==> config.mk <==
export PLATFORM = sky130hd
export DESIGN_NAME = fetch_unit
export DESIGN_NICKNAME = d
export VERILOG_FILES = /design/src/rtl/fetch_unit_pkg.sv /design/src/rtl/fetch_queue.sv /design/src/rtl/fetch_unit.sv
export SDC_FILE = /design/constraint.sdc
export NUM_CORES = 1
export LEC_CHECK = 0
export ABC_AREA = 1
export CAP_MARGIN = 20
export CORE_ASPECT_RATIO = 0.8
export CORE_MARGIN = 1
export CORE_UTILIZATION = 57
export CTS_CLUSTER_SIZE = 40
export DETAILED_ROUTE_END_ITERATION = 16
export GPL_TIMING_DRIVEN = 0
export MAX_ROUTING_LAYER = met4
export PLACE_DENSITY = 0.8
export SLEW_MARGIN = 20
export SYNTH_ARGS = -nofsm -noshare
export SYNTH_HDL_FRONTEND = slang
export SYNTH_SLANG_ARGS = --single-unit
==> constraint.sdc <==
create_clock -name clk_i -period 2.4 [get_ports clk_i]
set_input_delay 0.48 -clock clk_i [delete_from_list [all_inputs] [get_ports clk_i]]
set_output_delay 0.48 -clock clk_i [all_outputs]
set_load 0.02 [all_outputs]
==> src/rtl/fetch_unit_pkg.sv <==
// Shared definitions for the instruction fetch unit: FSM encoding, boot address and PC step.
package fetch_unit_pkg;

    typedef enum logic [1:0] {
        StIdle = 2'd0,
        StWait = 2'd1,
        StDrop = 2'd2
    } fetch_state_e;

    localparam logic [31:0] BootAddressDefault = 32'h0000_1000;
    localparam int unsigned PcIncrement        = 4;

endpackage

==> src/rtl/fetch_queue.sv <==
// Circular instruction queue holding {pc, instruction} pairs between fetch and decode.
module fetch_queue #(
    parameter int unsigned Width = 32,
    parameter int unsigned Depth = 4
) (
    input  logic                       clk_i,
    input  logic                       rst_ni,
    input  logic                       push_i,
    input  logic [Width-1:0]           push_pc_i,
    input  logic [Width-1:0]           push_instr_i,
    input  logic                       pop_i,
    input  logic                       flush_i,
    output logic [Width-1:0]           head_pc_o,
    output logic [Width-1:0]           head_instr_o,
    output logic [$clog2(Depth+1)-1:0] count_o,
    output logic                       full_o,
    output logic                       empty_o
);

    localparam int unsigned PtrW = (Depth > 1) ? $clog2(Depth) : 1;
    localparam int unsigned CntW = $clog2(Depth + 1);
    localparam logic [CntW-1:0] DepthCnt = CntW'(Depth);

    logic [Width-1:0] pc_q    [Depth];
    logic [Width-1:0] instr_q [Depth];
    logic [PtrW-1:0]  wptr_q, rptr_q;
    logic [CntW-1:0]  count_q;
    logic             do_push, do_pop;

    assign full_o  = (count_q == DepthCnt);
    assign empty_o = (count_q == '0);
    assign count_o = count_q;

    assign do_push = push_i && !full_o && !flush_i;
    assign do_pop  = pop_i && !empty_o && !flush_i;

    assign head_pc_o    = pc_q[rptr_q];
    assign head_instr_o = instr_q[rptr_q];

    // Depth is a power of two, so pointers wrap by natural overflow.
    always_ff @(posedge clk_i or negedge rst_ni) begin
        if (!rst_ni) begin
            wptr_q  <= '0;
            rptr_q  <= '0;
            count_q <= '0;
            for (int i = 0; i < int'(Depth); i++) begin
                pc_q[i]    <= '0;
                instr_q[i] <= '0;
            end
        end else if (flush_i) begin
            wptr_q  <= '0;
            rptr_q  <= '0;
            count_q <= '0;
        end else begin
            if (do_push) begin
                pc_q[wptr_q]    <= push_pc_i;
                instr_q[wptr_q] <= push_instr_i;
                wptr_q          <= wptr_q + 1'b1;
            end
            if (do_pop) begin
                rptr_q <= rptr_q + 1'b1;
            end
            if (do_push && !do_pop) begin
                count_q <= count_q + 1'b1;
            end else if (!do_push && do_pop) begin
                count_q <= count_q - 1'b1;
            end
        end
    end

endmodule

==> src/rtl/fetch_unit.sv <==
// Instruction fetch unit: single-outstanding memory request FSM feeding a small decode queue.
module fetch_unit
    import fetch_unit_pkg::*;
#(
    parameter int unsigned                ADDRESS_SIZE = 32,
    parameter logic [ADDRESS_SIZE-1:0]    BOOT_ADDRESS = ADDRESS_SIZE'(BootAddressDefault),
    parameter int unsigned                DEPTH        = 4
) (
    input  logic                    clk_i,
    input  logic                    rst_ni,
    output logic                    mem_req_o,
    output logic [ADDRESS_SIZE-1:0] mem_addr_o,
    input  logic                    mem_ack_i,
    input  logic [ADDRESS_SIZE-1:0] mem_rdata_i,
    input  logic                    redirect_i,
    input  logic [ADDRESS_SIZE-1:0] redirect_pc_i,
    output logic                    out_valid_o,
    input  logic                    out_ready_i,
    output logic [ADDRESS_SIZE-1:0] out_instruction_o,
    output logic [ADDRESS_SIZE-1:0] out_pc_o
);

    localparam int unsigned CntW = $clog2(DEPTH + 1);
    localparam logic [CntW-1:0] DepthCnt = CntW'(DEPTH);
    localparam logic [ADDRESS_SIZE-1:0] PcStep = ADDRESS_SIZE'(PcIncrement);

    fetch_state_e            state_q;
    logic [ADDRESS_SIZE-1:0] fetch_pc_q, mem_addr_q;
    logic                    mem_req_q;

    logic                    q_push, q_pop, q_full, q_empty;
    logic [CntW-1:0]         q_count, count_after;
    logic [ADDRESS_SIZE-1:0] redirect_target, next_pc;
    logic                    unused_pc_lsb;

    assign redirect_target = {redirect_pc_i[ADDRESS_SIZE-1:2], 2'b00};
    assign unused_pc_lsb   = ^redirect_pc_i[1:0];
    assign next_pc         = mem_addr_q + PcStep;

    assign q_push      = (state_q == StWait) && mem_ack_i && !redirect_i;
    assign out_valid_o = !q_empty && !redirect_i;
    assign q_pop       = out_valid_o && out_ready_i;
    // Occupancy after this cycle's push, accounting for a simultaneous pop.
    assign count_after = q_count + CntW'(1) - CntW'(q_pop);

    assign mem_req_o  = mem_req_q;
    assign mem_addr_o = mem_addr_q;

    always_ff @(posedge clk_i or negedge rst_ni) begin
        if (!rst_ni) begin
            state_q    <= StIdle;
            fetch_pc_q <= BOOT_ADDRESS;
            mem_addr_q <= BOOT_ADDRESS;
            mem_req_q  <= 1'b0;
        end else begin
            unique case (state_q)
                StIdle: begin
                    if (redirect_i) begin
                        fetch_pc_q <= redirect_target;
                    end else if (!q_full) begin
                        state_q    <= StWait;
                        mem_req_q  <= 1'b1;
                        mem_addr_q <= fetch_pc_q;
                    end
                end
                StWait: begin
                    if (redirect_i) begin
                        fetch_pc_q <= redirect_target;
                        if (mem_ack_i) begin
                            state_q   <= StIdle;
                            mem_req_q <= 1'b0;
                        end else begin
                            state_q <= StDrop;
                        end
                    end else if (mem_ack_i) begin
                        fetch_pc_q <= next_pc;
                        mem_addr_q <= next_pc;
                        if (count_after >= DepthCnt) begin
                            state_q   <= StIdle;
                            mem_req_q <= 1'b0;
                        end
                    end
                end
                StDrop: begin
                    // The stale response is swallowed; mem_addr stays on the old request.
                    if (redirect_i) begin
                        fetch_pc_q <= redirect_target;
                    end
                    if (mem_ack_i) begin
                        state_q   <= StIdle;
                        mem_req_q <= 1'b0;
                    end
                end
                default: begin
                    state_q   <= StIdle;
                    mem_req_q <= 1'b0;
                end
            endcase
        end
    end

    fetch_queue #(
        .Width (ADDRESS_SIZE),
        .Depth (DEPTH)
    ) u_queue (
        .clk_i        (clk_i),
        .rst_ni       (rst_ni),
        .push_i       (q_push),
        .push_pc_i    (mem_addr_q),
        .push_instr_i (mem_rdata_i),
        .pop_i        (q_pop),
        .flush_i      (redirect_i),
        .head_pc_o    (out_pc_o),
        .head_instr_o (out_instruction_o),
        .count_o      (q_count),
        .full_o       (q_full),
        .empty_o      (q_empty)
    );

endmodule

### Word-level counts from Yosys, hierarchy flattened

Cells that the tools add are included.

* logic and storage cells: 108
* input port bits: 69
* output and inout port bits: 98
* register bits after elaboration: 330

* order comparisons: 4
* mux-type cells: 40
* add/sub/neg operators: 6
* bitwise gates (word level): 3
* eq/ne operators: 11
* reduce and logical (&&, ||, !) cells: 29

Operators with widths (number)
* two-way mux 32 bit: 11
* bitwise mux 128 bit: 2
* binary-select mux 32 bit (select 2 bit): 2
* case mux 32 bit (2 select lines): 2
* demux 32 bit (select 2 bit): 1
* adder 32 x 3 -> 32 bit (second input constant): 1
* two-way mux 2 bit: 11
* logical AND 1 bit: 11
* != test 2 bit (second input constant): 5
* AND reduction 5 bit: 2
* >= comparator 3 bit (second input constant): 3
* two-way mux 3 bit: 3
* nonzero test 2 bit: 4
* two-way mux 1 bit: 6
* inverter 2 -> 3 bit: 2
* case mux 2 bit (3 select lines): 1
* logical NOT 1 bit: 5
* adder 2 x 1 -> 2 bit (second input constant): 2
* AND reduction 4 bit: 1
* adder 3 x 1 -> 3 bit (second input constant): 1
* == test 3 bit (second input constant): 1
* logical NOT 3 bit: 1
* < comparator 3 x 1 -> 1 bit (second input constant): 1
* != test 3 x 2 -> 1 bit (second input constant): 1
* other kinds (13): 13

### Longest topological paths before layout

* depth after elaboration: 10
* gate-level depth with buffers: 12
* gate-level depth less buffers: 11

### Modules after synthesis

From an unflattened synthesis, not the netlist that was laid out.

* cells, all modules: 1952
* area total of the unflattened synthesis: 16395.7 um^2

By module, submodules not included
* fetch_queue: cells each 1315, area each 12221.7 um^2, times used 1, seq. area each 6581.3 um^2
* fetch_unit: cells each 637, area each 4174.0 um^2, times used 1, seq. area each 1679.1 um^2

### Worst setup path before layout

Ideal clock, no wire load.

* path type: register to output
* from: reg u_queue.rptr_q[0]
* to: out out_pc_o[21]
* stages on the path, launching flop included: 7
* arrival time: 1602 ps
* required time: 1920 ps
* buffers on the path: 3
* path slack: 318 ps
* path through: dfrtp_1 > clkbuf_1 > inv_1 > clkbuf_1 > clkbuf_1 > nor2_1 > o22ai_1

* cells in the longest elaborated chain, start to end: 4

Ends and longest elaborated chain
* start, declared: RTL line fetch_queue.sv:26 `logic [PtrW-1:0] wptr_q, rptr_q;`
* start signal, assigned: RTL line fetch_queue.sv:61 `rptr_q <= rptr_q + 1'b1;`
* inverter 2 -> 3 bit (implied by the code): RTL line fetch_queue.sv:37 `assign head_pc_o = pc_q[rptr_q];`
* binary-select mux 32 bit (select 2 bit): RTL line fetch_queue.sv:37
* two-way mux 32 bit (implied by the code) (2 in series): RTL line fetch_queue.sv:37
* end, declared: RTL line fetch_unit.sv:20 `output logic [ADDRESS_SIZE-1:0] out_pc_o`

Every way passes these cells. The select of a mux whose other input is x is not followed.

### Worst setup path after layout

* from: reg u_queue.rptr_q[0]
* to: out out_pc_o[27]

Same word-level chain as after synthesis.

==> impl_metrics.py <==
metrics = {
    "global_routing": {
        "gr-total-overflow": 0,
        "grt_usage": 0.358,
        "first_global_vias": 14200,
        "grt_pass1_wl_um": 77300,
        "grt_max_degree": 89,
        "antenna_found_initial": 0,
    },
    "detailed_routing": {
        "wl_per_cell_um": 19.6,
        "wl_um": 49500,
        "route.detailed.drc": 0,
        "first_pass_iters": 5,
        "ant_nets": 0,
        "vias_per_cell": 5.89,
        "drtIter0Drc": 1582,
        "vias": 14800,
    },
    "setup_path": {
        "cp_max_fo": 10,
        "crit_arrival_ns": 1.96,
        "critical_path_class": "reg2out",
        "cp-start-kind": "flop",
        "cp.required_ns": 1.92,
        "endpoint_kind": "output pin",
    },
    "run_status": {
        "violations": "setup timing",
        "status": "finished, violations left",
    },
    "floorplan": {
        "die_y_um": 152,
        "die_x_um": 189,
        "num_rows": 54,
        "ios": 167,
        "coreArea_um2": 27400,
        "initial_core_util": 0.582,
        "die_area_um2": 28700,
    },
    "timing": {
        "fin_ws_ns": -0.0351,
        "slew_viol_final": 0,
        "post-route-period-util": 1.01,
        "fmax_mhz": 411,
        "hold_ws_ns": 0.343,
        "layout_min_cycle_time_ns": 2.44,
        "grt_setup_unrepaired": "true",
        "final-setup-viol-count": 3,
        "max_slew.worst_pin.slew_ns": 0.650,
        "maxSlewHeadroom": 0.567,
        "hold_viol_final": 0,
        "clock_skew_ns": 0.0222,
    },
    "clock_network": {
        "cts_tree": "yes",
        "clock-sinks": 330,
        "cts_buffer_depth": 3,
        "cts.clk_slew.worst_paths_ns": 0.06,
        "numCtsBuffers": 34,
        "clk_latency_ns": 0.52,
        "cts_max_level": 2,
        "root_buffer": "clkbuf_16",
    },
    "cells_and_area": {
        "fillers": 2034,
        "regArea_um2": 8260,
        "area_growth_pct": 25.3,
        "diodes": 0,
        "nNetsFinal": 2208,
        "multi_input_area_um2": 6740,
        "drive_gt1_frac": 0.177,
    },
    "synthesis": {
        "synth_area_per_cell_um2": 8.32,
        "yosysUniqueCellTypes": 29,
        "seq_area_frac_synth": 0.517,
        "synth.ff_latch_count": 330,
        "yosysTopAreaCell": "dfrtp_1",
        "ys_warn_count": 0,
        "synth_area_um2": 16000,
        "syn_nets": 1996,
        "syn_inst": 1919,
        "netlist.area_leader.share": 0.514,
        "yosys-top-cells-area": "dfrtp_1 (51%), nand2_1 (11%), nor2_1 (6.1%), o21ai_1 (5.9%), o21ai_0 (5.5%)",
    },
    "placed_design": {
        "dp_worst_setup_slack_ns": -0.931,
        "gp_congestion": 0.917,
        "hpwl_um": 33000,
        "io_buffers": 163,
    },
    "flow_run": {
        "drv_cap": 0,
    },
    "min_path": {
        "min_path_type": "in2reg",
    },
    "power_and_ir_drop": {
        "peakVddDrop_mv": 0.685,
        "power_uw": 25700,
        "power.leakage_uw": 0.00941,
        "p_per_area_nw_per_um2": 1280,
    },
}
## cell families after synthesis
logic type	synth area share
AOI/OAI and AO/OA	0.190
and+or+nand+nor	0.200
buffers and inverters	0.0808
DFF	0.517
xor gates and xnor gates	0.00494
adders and majority gates	0.00627
## final cells by class
| cell class | count | area share |
|---|---|---|
| inverters | 105 | 0.0206 |
| multi-input cells | 1362 | 0.337 |
| flip-flops and latches | 330 | 0.413 |
| plain buffers | 122 | 0.0620 |
| well taps | 364 | 0.0228 |
| clock inverters | 18 | 0.0141 |
| clock buffers | 43 | 0.0473 |
| repair buffers | 176 | 0.0837 |
## state kept, by name, indices dropped and copies added (netlist names)
register,flops
mem_addr_o,32
mem_req_o,1
fetch_pc_q,32
u_queue.count_o,3
u_queue.wptr_q,2
u_queue.instr_q,128
u_queue.rptr_q,2
state_q,2
u_queue.pc_q,128
## cell usage in the layout, fill, tap and decap left out, drive strengths merged, types with 11 or more instances in the layout
| cell | instances |
|---|---|
| clkdlybuf4s50 | 97 |
| inv | 102 |
| nand3 | 62 |
| buf | 158 |
| clkbuf | 84 |
| a21oi | 20 |
| o21ai | 435 |
| nor2 | 258 |
| nand2 | 482 |
| dfrtp | 328 |
| clkinv | 11 |
| o22ai | 69 |
## power by group
group | switching [uW] | total [uW] | internal [uW]
logic | 6700 | 10900 | 4180
clock network | 2310 | 5880 | 3570
registers | 1480 | 8930 | 7450
total | 10500 | 25700 | 15200
## final timing paths
kind	cells after the start	start	slack (ns)	end
setup / recovery	6	u_queue.rptr_q[0]	-0.04	out_pc_o[27]
hold / removal	4	redirect_i	0.34	u_queue.rptr_q[1]
setup reg to reg	9	mem_addr_o[3]	0.11	fetch_pc_q[20]
hold reg to reg	2	u_queue.instr_q[38]	0.48	u_queue.instr_q[38]
max in group asynchronous	4	rst_ni	0.61	fetch_pc_q[19]
min in group asynchronous	2	rst_ni	0.54	u_queue.instr_q[16]
## critical path, stage by stage (launching register included)
cell and delay, ns:
dfrtp_1 0.42, buf_8 0.16, buf_4 0.15, buf_8 0.14
o21ai_1 0.28, o22ai_4 0.15, buf_6 0.15
## metrics by stage
| stage | util | cells | area (um2) | setup TNS, ns |
|---|---|---|---|---|
| floorplan | - | 1919 | 16000 | 0 |
| global placement | 0.658 | 2446 | 18100 | -4429.52 |
| detailed placement | 0.662 | 2449 | 18100 | -46.53 |
| CTS | 0.716 | 2517 | 19600 | -0.298 |
| global route | 0.729 | 2520 | 20000 | -0.399 |
| finish | 0.729 | 2520 | 20000 | -0.0592 |
## per-layer routing
layer	wire (um)	global-route usage	part of all wire	vias to the layer above
li1	-	-	-	6767
met1	21300	0.506	0.43	7183
met2	22500	0.532	0.45	762
met3	4210	0.0553	0.085	123
met4	1490	0.117	0.030	0
met5	0	-	0	-
## cell usage after synthesis (all sizes together)
cell type  instances
xnor2              1
nand2            482
o22ai             69
a21oi             20
xor2               8
nor2             258
inv              101
a31oi              2
nand4              9
clkbuf            52
clkinv             4
ha                 8
o21ai            435
nor3               1
dfstp              2
o21a               3
o211ai             3
buf               70
o31ai              1
dfrtp            328
nand3             62
## timing repair
item                                    4_1_cts  5_1_grt
setup buffers                                 4        1
pin swaps                                    15       18
resized for setup                           429      147
hold buffers                                  1        0
endpoints found under the hold margin        45        0
cloned                                        2        2
endpoints found under the setup margin       65       63
No activity file was read; power rests on OpenSTA's default activity.
